File: src/rtl/rx_uart_ctrl.sv
// UART receive-path controller: bus register file, FIFO pop handshake,
// framing-error bookkeeping, character-timeout timer and RX interrupt.
module rx_uart_ctrl #(
    parameter logic [15:0] TIMEOUT_RESET = 16'd1000,
    parameter int          ERRCNT_WIDTH  = 8
) (
    input  logic        clk,
    input  logic        resetn,
    input  logic        bus_valid,
    input  logic [3:0]  bus_wstrb,
    input  logic [1:0]  bus_addr,
    input  logic [31:0] bus_wdata,
    output logic [31:0] bus_rdata,
    output logic        bus_ready,
    input  logic [31:0] rx_data,
    output logic        rx_rd,
    input  logic        rx_error,
    output logic        irq
);

    typedef enum logic {
        IDLE = 1'b0,
        RESP = 1'b1
    } state_t;

    localparam logic [1:0] ADDR_DATA    = 2'd0;
    localparam logic [1:0] ADDR_STATUS  = 2'd1;
    localparam logic [1:0] ADDR_CTRL    = 2'd2;
    localparam logic [1:0] ADDR_TIMEOUT = 2'd3;

    state_t                  r_state;
    logic [31:0]             r_rdata;
    logic                    r_ready;
    logic [2:0]              r_ctrl;
    logic [15:0]             r_timeout;
    logic                    r_err_sticky;
    logic [ERRCNT_WIDTH-1:0] r_errcnt;
    logic [15:0]             r_idle_cnt;
    logic                    r_irq;

    logic        w_avail;
    logic        w_accept;
    logic        w_is_write;
    logic        w_pop;
    logic        w_clear;
    logic        w_timeout_hit;
    logic        w_irq_next;
    logic [31:0] w_status;
    logic [31:0] w_read_mux;

    assign w_avail    = (rx_data != 32'hFFFF_FFFF);
    assign w_accept   = (r_state == IDLE) && bus_valid;
    assign w_is_write = (bus_wstrb != 4'd0);
    // Gated by resetn so a pop coinciding with reset never reaches the FIFO.
    assign w_pop      = resetn && w_accept && !w_is_write &&
                        (bus_addr == ADDR_DATA) && w_avail;
    assign w_clear    = w_accept && w_is_write &&
                        (bus_addr == ADDR_STATUS) && bus_wdata[1];

    assign w_timeout_hit = w_avail && r_ctrl[1] && (r_idle_cnt >= r_timeout);
    assign w_irq_next    = (r_ctrl[0] && w_avail && (!r_ctrl[1] || w_timeout_hit)) ||
                           (r_ctrl[2] && r_err_sticky);

    always_comb begin
        w_status                      = 32'd0;
        w_status[0]                   = w_avail;
        w_status[1]                   = r_err_sticky;
        w_status[2]                   = r_irq;
        w_status[3]                   = w_timeout_hit;
        w_status[8 +: ERRCNT_WIDTH]   = r_errcnt;
    end

    always_comb begin
        w_read_mux = 32'd0;
        case (bus_addr)
            ADDR_DATA:    w_read_mux = rx_data;
            ADDR_STATUS:  w_read_mux = w_status;
            ADDR_CTRL:    w_read_mux = {29'd0, r_ctrl};
            ADDR_TIMEOUT: w_read_mux = {16'd0, r_timeout};
            default:      w_read_mux = 32'd0;
        endcase
    end

    always_ff @(posedge clk) begin
        if (!resetn) begin
            r_state <= IDLE;
            r_ready <= 1'b0;
            r_rdata <= 32'd0;
        end else begin
            case (r_state)
                IDLE: begin
                    r_ready <= 1'b0;
                    if (bus_valid) begin
                        r_state <= RESP;
                        r_ready <= 1'b1;
                        r_rdata <= w_is_write ? 32'd0 : w_read_mux;
                    end
                end
                RESP: begin
                    r_state <= IDLE;
                    r_ready <= 1'b0;
                end
                default: begin
                    r_state <= IDLE;
                    r_ready <= 1'b0;
                end
            endcase
        end
    end

    always_ff @(posedge clk) begin
        if (!resetn) begin
            r_ctrl    <= 3'd0;
            r_timeout <= TIMEOUT_RESET;
        end else if (w_accept && w_is_write) begin
            if (bus_addr == ADDR_CTRL) begin
                r_ctrl <= bus_wdata[2:0];
            end
            if (bus_addr == ADDR_TIMEOUT) begin
                r_timeout <= bus_wdata[15:0];
            end
        end
    end

    // A new error in the same cycle as a clear restarts the count at one.
    always_ff @(posedge clk) begin
        if (!resetn) begin
            r_err_sticky <= 1'b0;
            r_errcnt     <= '0;
        end else if (rx_error) begin
            r_err_sticky <= 1'b1;
            if (w_clear) begin
                r_errcnt <= ERRCNT_WIDTH'(1);
            end else if (r_errcnt != {ERRCNT_WIDTH{1'b1}}) begin
                r_errcnt <= r_errcnt + ERRCNT_WIDTH'(1);
            end
        end else if (w_clear) begin
            r_err_sticky <= 1'b0;
            r_errcnt     <= '0;
        end
    end

    always_ff @(posedge clk) begin
        if (!resetn) begin
            r_idle_cnt <= 16'd0;
        end else if (!w_avail || w_pop || !r_ctrl[1]) begin
            r_idle_cnt <= 16'd0;
        end else if (r_idle_cnt != 16'hFFFF) begin
            r_idle_cnt <= r_idle_cnt + 16'd1;
        end
    end

    always_ff @(posedge clk) begin
        if (!resetn) begin
            r_irq <= 1'b0;
        end else begin
            r_irq <= w_irq_next;
        end
    end

    assign bus_rdata = r_rdata;
    assign bus_ready = r_ready;
    assign rx_rd     = w_pop;
    assign irq       = r_irq;

endmodule

File: config.mk
export PLATFORM = sky130hd
export DESIGN_NAME = rx_uart_ctrl
export DESIGN_NICKNAME = d
export VERILOG_FILES = /design/src/rtl/rx_uart_ctrl.sv
export SDC_FILE = /design/constraint.sdc
export NUM_CORES = 1
export LEC_CHECK = 0
export ABC_AREA = 1
export CAP_MARGIN = 0
export CORE_UTILIZATION = 50
export CTS_BUF_LIST = sky130_fd_sc_hd__clkbuf_2 sky130_fd_sc_hd__clkbuf_4 sky130_fd_sc_hd__clkbuf_8
export CTS_CLUSTER_DIAMETER = 50
export DETAILED_ROUTE_END_ITERATION = 8
export PLACE_DENSITY = 0.93
export SYNTH_ARGS = -nofsm -noshare
export SYNTH_HDL_FRONTEND = slang
export SYNTH_SLANG_ARGS = --single-unit
export TNS_END_PERCENT = 5
File: constraint.sdc
create_clock -name clk -period 2.1 [get_ports clk]
set_clock_uncertainty 0.2 [all_clocks]
set_input_delay 0.42 -clock clk [delete_from_list [all_inputs] [get_ports clk]]
set_output_delay 0.42 -clock clk [all_outputs]
set_load 0.005 [all_outputs]
Word-level counts from Yosys, hierarchy flattened. Cells that the tools add are included.

Add/subtract/negate cells: 2. $lt $le $gt $ge: 1. Eq/ne operators: 6. Multiplexer cells: 10. Bitwise operators: 2. Reductions and logical operators: 29.

Operator list (count): $pmux W32 S4 (1); $mux W32 (1); $mux W8 (4); $ne A32 B32 Y1 const B (1); $add A16 B1 Y16 const B (1); $ge A16 B16 Y1 (1); $ne A16 B16 Y1 const B (1); $logic_and A1 B1 Y1 (13); $add A8 B1 Y8 const B (1); $ne A8 B8 Y1 const B (1); $reduce_and A2 Y1 (4); $eq A2 B2 Y1 const B (2); $logic_or A1 B1 Y1 (4); $reduce_bool A2 Y1 (2); $reduce_bool A4 Y1 (1); $logic_not A1 Y1 (3); $mux W1 (3); $eq A2 B1 Y1 const B (1); $logic_not A2 Y1 (1); $not A1 Y1 (2); $pmux W1 S2 (1); $reduce_or A2 Y1 (1).

Flip-flop bits (word level): 78. Input port bits: 74. Output and inout bits: 35. Word-level logic and storage cells: 58.

Longest topological paths before layout.
Word-level depth: 9. Gate-level depth with buffers: 15. Mapped depth without buffers: 15.

Worst setup path after synthesis. OpenSTA, ideal clock, no wires.

Path kind: input to output. From: in bus_valid. To: out rx_rd. Data arrival time: 1.071 ns. Required time: 1.480 ns. Path slack: 0.409 ns. Stages on the path: 6. Buffers on the path: 0. Cells stage by stage: inv_1 > nor2_1 > inv_2 > nor2_4 > nand2_2 > nor2_1.

Word-level cells in the longest chain between the ends: 5.

Ends and longest elaborated chain: from (decl) (RTL line 9) `input logic bus_valid,`; $logic_and A1 B1 Y1 (RTL line 52) `assign w_accept = (r_state == IDLE) && bus_valid;`; $logic_and A1 B1 Y1 (3 in series) (RTL line 55) `assign w_pop = resetn && w_accept && !w_is_write &&`; $logic_and A1 B1 Y1 (RTL line 56) `(bus_addr == ADDR_DATA) && w_avail;`; to (decl) (RTL line 16) `output logic rx_rd,`.

Every way passes these cells.

Worst setup path in the final report.
From: in rx_data[31]. To: out rx_rd.

Word-level cells in the longest chain between the ends: 2.

Ends and longest elaborated chain: from (decl) (RTL line 15) `input logic [31:0] rx_data,`; $ne A32 B32 Y1 (RTL line 51) `assign w_avail = (rx_data != 32'hFFFF_FFFF);`; $logic_and A1 B1 Y1 (RTL line 56).

Every way passes these cells.

==> qor.yml <==
detailed_routing:
  viasPerCell: 5.52
  routed_wl_um: 12200
  drt_iter0_drc: 249
  drc_errors: 0
  drt_first_pass_iters: 5
  via_count: 4412
  wire_per_inst_um: 15.3
  detail-route-antenna-nets: 0
final_layout:
  n_antenna_cell: 0
  drive_gt1_frac: 0.182
  final_common_cell: "nand2_1"
  final_cell_mix: "151 x nand2_1, 78 x dfxtp_1, 59 x a21oi_1"
  fin_nets: 785
  postLayoutCoreUtil: 0.724
  syn_to_final_growth_pct: 40.0
die:
  die-height_um: 91.4
  num_rows: 32
  fp.dieArea_um2: 8360
  core_um2: 7730
  start_util: 0.517
  pin_count: 109
  die_w_um: 91.4
placement:
  gp_congestion: 0.947
  preCtsSetupSlack_ns: -0.698
  dp.final_hpwl_um: 8760
  portBuffers: 92
clock_network:
  clock_latency_ns: 0.36
  cts_buffer_depth: 2
  path_clk_slew_ns: 0.08
  holdBufCountCts: 0
  clock_sinks: 78
  root_buffer: "clkbuf_8"
  cts_tree: "done"
  numCtsBuffers: 9
  htreeDepth: 3
worst_setup_path:
  timing.critical_path.from_type: "input port"
  cp.required_ns: 1.48
  crit_chain: "dlygate4sd2_1 -> nand2_1 -> nor4_2 -> nand4_1 -> nand2_1 -> nor2_1 -> buf_2"
  cp_common_cell: "nand2_1"
  cp.arrival_ns: 1.57
  reg2regPathDepth: 9
  rr_endpoint: "r_idle_cnt[4]"
  endpoint_kind: "primary output"
  max_stage_delay_ns: 0.31
  cpLargestDelayFamily: "simple AND/OR/NAND/NOR gates"
  cp_slowest_cell: "nor4_2"
  r2r_start: "r_idle_cnt[1]"
  critPathMaxFanout: 3
  path_class: "in2out"
  crit_buf_inv: 2
  ff2ff_setup_slack_ns: 0.15
logic_synthesis:
  yosys.area_share.adder: 0.0563
  synth_edf_count: 0
  avgSynthCellArea_um2: 7.26
  synth_compound_area_frac: 0.159
  ys_warn_count: 0
  synthArstFlopShare: 0
  synthFlopType: "dfxtp_1"
  synth_top_family_by_area: "simple AND/OR/NAND/NOR gates"
  synthDistinctLibCells: 38
  synth-xor-area-share: 0.0219
  synth-seq-cells: 78
  syn_area_um2: 4000
  netlist_instances: 551
  synth-seq-area-share: 0.390
  syn-num-nets: 643
  synth-simple-area-share: 0.301
  synth_mux_area_frac: 0
grt:
  track_usage: 0.299
  grt_max_degree: 38
  grt_pass1_vias: 4299
  overflow: 0
  grt_pass1_wl_um: 19900
  antenna_found_initial: 0
timing:
  fin_crit_ns: 2.19
  rsz0062_at_grt: "true"
  slew_viol_final: 0
  max_clock_freq_mhz: 457
  tns_ns: -0.0861
  relSlewSlack: 0.735
  hold_viol_final: 0
  fin_ws_ns: -0.0861
  setup_viol: 1
  tightest_slew_ns: 0.398
  whs_ns: 0.274
  timing.final.crit_share: 1.04
worst_hold_path:
  hp-start: "bus_rdata[23]"
  hp-class: "reg2reg"
  holdPathEnd: "bus_rdata[23]"
  hold_depth: 2
status:
  violations: "negative setup slack"
  status: "complete, but fails checks"
run:
  drv_cap: 0
power:
  ir_drop_v: 0.000392
  p_per_area_nw_per_um2: 532
  p_leak_nw: 2.32
## where the power goes
| group | internal (mW) | switching (mW) |
|---|---|---|
| sequential | 1.50 | 0.0145 |
| combinational | 0.194 | 0.215 |
| clock | 0.472 | 0.576 |
| total | 2.17 | 0.805 |
## state kept, by name, indices dropped and copies added, names as in the netlist
register and count:
r_ctrl 3, irq 1, r_errcnt 8, r_idle_cnt 16, r_timeout 16, bus_rdata 32
bus_ready 1, r_err_sticky 1
## per-layer routing
| layer | track usage | up-vias | wire, um |
|---|---|---|---|
| met4 | 0.123 | 0 | 357 |
| met5 | 0 | - | 0 |
| li1 | - | 2115 | - |
| met2 | 0.529 | 227 | 5970 |
| met3 | 0.0611 | 32 | 933 |
| met1 | 0.351 | 2038 | 4960 |
## cell usage after synthesis, types with 2 or more instances
| library cell | n | area, um2 |
|---|---|---|
| clkbuf_1 | 9 | 33.8 |
| nand2_1 | 155 | 582 |
| inv_1 | 44 | 165 |
| buf_2 | 5 | 25.0 |
| o221ai_1 | 7 | 61.3 |
| a21oi_1 | 59 | 295 |
| nor2_4 | 5 | 56.3 |
| nand4_1 | 7 | 43.8 |
| xor2_1 | 7 | 61.3 |
| o211ai_1 | 10 | 75.1 |
| a31oi_1 | 8 | 50.1 |
| nand3_1 | 14 | 70.1 |
| nand2_2 | 8 | 50.1 |
| nor3_2 | 3 | 30.0 |
| ha_1 | 18 | 225 |
| nor2_1 | 46 | 173 |
| inv_2 | 12 | 45.0 |
| buf_4 | 2 | 15.0 |
| xnor2_1 | 3 | 26.3 |
| nor3_1 | 8 | 40.0 |
| dfxtp_1 | 78 | 1560 |
| nand2_4 | 2 | 22.5 |
| o21ai_0 | 17 | 85.1 |
| nor2_2 | 3 | 18.8 |
| o22ai_1 | 3 | 18.8 |
| nand3_2 | 2 | 20.0 |
| nor4_1 | 4 | 25.0 |
| o21ai_1 | 2 | 10.0 |
## layout make-up
type	instances	area, um2
tap	102	128
timing repair buffer	147	1320
fill	548	2130
inverter	56	210
sequential	78	1560
multi-input combinational	401	2200
clock buffer	11	145
clock inverter	5	35.0
## cell families (layout without fill, tap and decap cells)
group	count (synthesis)	count (layout)
adders and majority gates	18	18
DFF	78	78
and+or+nand+nor	262	262
AOI/OAI and AO/OA	111	111
buffers and inverters	72	219
xor gates and xnor gates	10	10
## through the flow
step,instance area [um2],cells,total power [mW]
2_1_floorplan,4000,551,1.71
3_3_place_gp,5350,777,1.94
4_1_cts,5590,799,2.97
6_report,5600,800,2.98
5_1_grt,5600,800,3.08
3_5_place_dp,5350,777,1.95
## worst register-to-register path, cell delays in order, from the launching register on
cell     delay, ns
dfxtp_1       0.41
ha_1          0.19
nand2_1       0.11
nor2_4        0.17
nand3_4       0.12
nor2_4        0.18
a21oi_1       0.13
nand2_1       0.12
xor2_1        0.16
nor2_1        0.06
## timing repair
action | 4_1_cts | 5_1_grt
pin swaps | 15 | 4
gates resized for setup | 70 | 0
endpoints found under the hold margin | 0 | 0
setup buffers | 6 | 1
cloned | 0 | 0
setup endpoints to repair | 1 | 1
## how the worst max path moves through the flow
stage / startpoint / end / slack [ns] / cells past startpoint
detailed placement: rx_data[14] / rx_rd / -0.70 / 8
global placement: rx_data[12] / rx_rd / -0.63 / 8
global route: rx_data[8] / rx_rd / -0.13 / 8
CTS: rx_data[7] / rx_rd / -0.0005 / 8
floorplan: bus_valid / rx_rd / 0.41 / 6
finish: rx_data[31] / rx_rd / -0.09 / 7
(Power assumes the default switching activity.)
